### config.mk
export PLATFORM = sky130hd
export DESIGN_NAME = fifo_ctrl
export DESIGN_NICKNAME = d
export VERILOG_FILES = /design/src/rtl/fifo_ctrl.sv
export SDC_FILE = /design/constraint.sdc
export NUM_CORES = 1
export LEC_CHECK = 0
export BUFFER_PORTS_ARGS = -buffer_cell sky130_fd_sc_hd__buf_4
export CAP_MARGIN = 20
export CORE_MARGIN = 4
export CORE_UTILIZATION = 40
export CTS_CLUSTER_DIAMETER = 60
export CTS_CLUSTER_SIZE = 14
export DETAILED_ROUTE_END_ITERATION = 8
export GPL_TIMING_DRIVEN = 0
export MAX_ROUTING_LAYER = met4
export PLACE_DENSITY = 0.81
export SYNTH_ARGS = -nofsm -noshare
export SYNTH_HDL_FRONTEND = slang
export SYNTH_SLANG_ARGS = --single-unit
### constraint.sdc
create_clock -name clock -period 2.5 [get_ports clock]
set_input_delay 0.5 -clock clock [delete_from_list [all_inputs] [get_ports clock]]
set_output_delay 0.5 -clock clock [all_outputs]
set_load 0.02 [all_outputs]
### src/rtl/fifo_ctrl.sv
// Pointer/occupancy controller that runs an external register file as a circular FIFO.
// Holds no data; the register file's combinational read port supplies out_data.
module fifo_ctrl #(
  parameter int wAddr = 2,
  parameter int wData = 4
) (
  input  logic             clock,
  input  logic             reset,
  input  logic             flush,
  input  logic             in_valid,
  output logic             in_ready,
  input  logic [wData-1:0] in_data,
  output logic             out_valid,
  input  logic             out_ready,
  output logic [wData-1:0] out_data,
  output logic [wAddr-1:0] rf_wa0,
  output logic [wData-1:0] rf_wd0,
  output logic             rf_we,
  output logic [wAddr-1:0] rf_ra0,
  input  logic [wData-1:0] rf_rd0,
  output logic [wAddr:0]   count,
  output logic             full,
  output logic             empty
);

  localparam int DEPTH = 1 << wAddr;
  localparam logic [wAddr:0] DEPTH_C = (wAddr + 1)'(DEPTH);

  logic [wAddr-1:0] wr_ptr;
  logic [wAddr-1:0] rd_ptr;
  logic [wAddr:0]   count_q;
  logic             push;
  logic             pop;

  always_comb begin
    full      = (count_q == DEPTH_C);
    empty     = (count_q == '0);
    in_ready  = !full;
    out_valid = !empty;
    // Reset gates the write strobe so nothing lands in the register file while held.
    push      = in_valid && in_ready && !flush && reset;
    pop       = out_valid && out_ready && !flush;
  end

  always_ff @(posedge clock or negedge reset) begin
    if (!reset) begin
      wr_ptr  <= '0;
      rd_ptr  <= '0;
      count_q <= '0;
    end else if (flush) begin
      wr_ptr  <= '0;
      rd_ptr  <= '0;
      count_q <= '0;
    end else begin
      if (push) wr_ptr <= wr_ptr + 1'b1;
      if (pop)  rd_ptr <= rd_ptr + 1'b1;
      if (push && !pop)      count_q <= count_q + 1'b1;
      else if (pop && !push) count_q <= count_q - 1'b1;
    end
  end

  always_comb begin
    rf_wa0   = wr_ptr;
    rf_wd0   = in_data;
    rf_we    = push;
    rf_ra0   = rd_ptr;
    out_data = rf_rd0;
    count    = count_q;
  end

endmodule

==> qor.txt <==
CTS H-Tree Depth - 1
root buffer cell - clkbuf_4
CP Cell Sequence - buf_2 > o31a_2 > nor3_1 > fa_1 > nand2_1 > o32a_1 > o311ai_1
DR iter-0 viols - 7
share of the synthesized area in the top cell type - 0.2851
Mapped Avg Cell Area - 8.653 um^2
number of max-cap violations - 0
period utilisation layout - 0.8876
synthesized area - 614.3 um^2
Chip Width - 47.19 um
Setup Viol. Count Final - 0
Initial Util - 0.4496
CP top delay family - compound AO/OA/AOI/OAI gates
GRT Total Usage - 0.1609
Core ar. - 0.001366 mm^2
Synth Instances - 71
final hold vios - 0
register area share after synthesis - 0.2851
clock skew - 0.007777 ns
worst-path cell with the longest stage delay - dfrtp_1
DRT Wirelength - 1.454 mm
Post-Synth Simple-Gate Area - 0.1670
Placer Congestion - 0.8542
commonest non-fill, non-tap cells in the layout - 31 x buf_4, 7 x dfrtp_1, 6 x nand2_1, 6 x inv_1, 5 x nor2_1
Skew-Pair Late Insertion Delay - 0.26 ns
hold buffers post-CTS - 0
final core occ - 0.6090
Residual DRC - 0
fin nets - 113
vias in the first global route - 550
FMAX - 450.7 MHz
P&R area growth vs syn - 35.44%
detailed-route wire length per cell - 12.87 um
slowest stage delay, CP - 0.38 ns
Placed Instances - 109
worst hold path type - input pin to asynchronous set/reset pin
Area contributors post-synth - dfrtp_1 29%, buf_4 9.8%, inv_1 3.7%
Power Dens Cells - 676.8 mW/mm^2
WP data arrival - 2.36 ns
Die ar. - 0.002227 mm^2
global route overflow - 0
element type at the critical path start - flip-flop
I/O pin total - 33
CP max FO - 10
Max clock buf depth - 2
largest family of logic cells by synthesized area - compound AO/OA/AOI/OAI gates
Crit. End Element - flip-flop
Clk pin slew, worst setup/hold paths - 0.06 ns
hpwl dp - 1.131 mm
Critical path buffers and inverters - 1
Post-Synth Adder-Cell Area - 0.03259
Synthesized Nets - 85
critical path class - flip-flop to flip-flop
compound-cell area share of the yosys netlist - 0.2220
worst slew pin tran - 0.4050 ns
clk sinks - 7
number of inserted diodes - 0
leakage - 0.4115 nW
yosys warns - 0
Site Rows - 13
DRT antenna net count - 0
DRT Pass-1 Iters - 4
max-slew violations - 0
most common cell after layout, fill and taps aside - buf_4
initial antenna violation count - 0
final critical-path required period - 2.219 ns
CTS tree - built
post-synthesis xor/xnor area fraction - 0.04277
first-pass GRT wire length - 2.394 mm
PortBufs - 23
Netlist cell types - 33
Die Ht - 47.19 um
fraction of layout cells with a size suffix above 1 - 0.4490
Max-slew headroom - 0.7266
VDD IR max - 382.9 uV
pin count of the biggest net entering global routing - 14
CTS Buf Count - 3
worst path required time - 2.64 ns
unrepaired setup endpoints after global routing - no
outcome - finished, final reports clean
multiplexer share of the synthesized area - 0.03666
Synth area leader - dfrtp_1
via count - 592
final non-filler cell total - 113
vias per cell - 5.239
synthesis-stage register bit count - 7
metal layers:
metal  global-route usage  wire [um]
met5                    -          0
met4              0.06630         27
met3              0.04598        131
met2               0.2412        712
met1               0.2014        582
path summary, 6_finish.rpt:
path	start	end	slack (ns)	depth (start not counted)
worst min register to register	rf_ra0[1]$_DFFE_PN0P_	rf_ra0[1]$_DFFE_PN0P_	0.56	2
worst max-delay path	count[1]$_DFFE_PN0P_	count[2]$_DFFE_PN0P_	0.28	7
max in group asynchronous	reset	rf_ra0[0]$_DFFE_PN0P_	2.28	1
min in group clock	rf_ra0[1]$_DFFE_PN0P_	rf_ra0[1]$_DFFE_PN0P_	0.56	2
worst min-delay path	reset	rf_wa0[1]$_DFFE_PN0P_	0.06	1
worst max register to register	count[1]$_DFFE_PN0P_	count[2]$_DFFE_PN0P_	0.28	7
final cells by class:
cell class / count / area, um^2
flip-flops and latches: 7 / 175.2
repair buffers: 23 / 172.7
plain buffers: 14 / 92.59
multi-input cells: 43 / 307.8
well taps: 15 / 18.77
clock buffers: 4 / 26.28
fillers: 131 / 534.3
inverters: 7 / 38.79
sequential cells by signal, indices dropped and copies added, names as in the netlist:
| register | cells |
|---|---|
| count | 3 |
| rf_ra0 | 2 |
| rf_wa0 | 2 |
where the power goes:
group          internal (W)  total, W  leakage [nW]  switching, W
Combinational      0.000136  0.000306         0.302      0.000170
Clock             0.0000612  0.000107        0.0150     0.0000456
Sequential         0.000131  0.000150        0.0941     0.0000187
Total              0.000329  0.000563         0.411      0.000234
metrics by stage:
stage                      TNS (ns)  instance area, um^2  hold slack (ns)  power [W]  setup WS, ns
after global routing              0                832.0          0.05442  0.0006068       0.09684
after CTS                         0                832.0          0.05719  0.0005683        0.2028
after floorplan                   0                614.3           0.2044  0.0003548        0.3038
after global placement            0                805.8           0.3374  0.0004512       0.04925
after detailed placement  -0.003727                805.8           0.3390  0.0004586     -0.003727
final                             0                832.0          0.06221  0.0005631        0.2810
cell usage after synthesis:
cell / instances
buf_4: 8
dfrtp_1: 7
inv_1: 6
nand2_1: 6
nor2_1: 5
a21oi_1: 3
clkbuf_1: 3
a21boi_0: 2
a311oi_1: 2
buf_2: 2
mux2_2: 2
nor3_1: 2
o311ai_0: 2
xnor2_1: 2
and2_0: 1
and4b_2: 1
buf_6: 1
clkinv_8: 1
fa_1: 1
nand3_1: 1
nand3b_1: 1
nor2b_1: 1
o2111ai_1: 1
o211a_1: 1
o211ai_1: 1
o21ai_0: 1
o21ai_2: 1
o221a_2: 1
o31a_2: 1
o32a_1: 1
or3_1: 1
or3b_1: 1
xor2_1: 1
cell families after synthesis:
kind of cell             count (synthesis)
adder cells (fa/ha/maj)                  1
AND/OR/NAND/NOR                         20
flip-flops                               7
buffers and inverters                   21
multiplexers                             2
XOR/XNOR                                 3
AO/OA/AOI/OAI                           17
repair_timing:
item                                    CTS  global route
resized for setup                         0             1
endpoints found under the setup margin    0             1
setup buffers                             0             0
hold endpoints to repair                  0             0
Note: power is estimated with default switching activity, not from simulation.
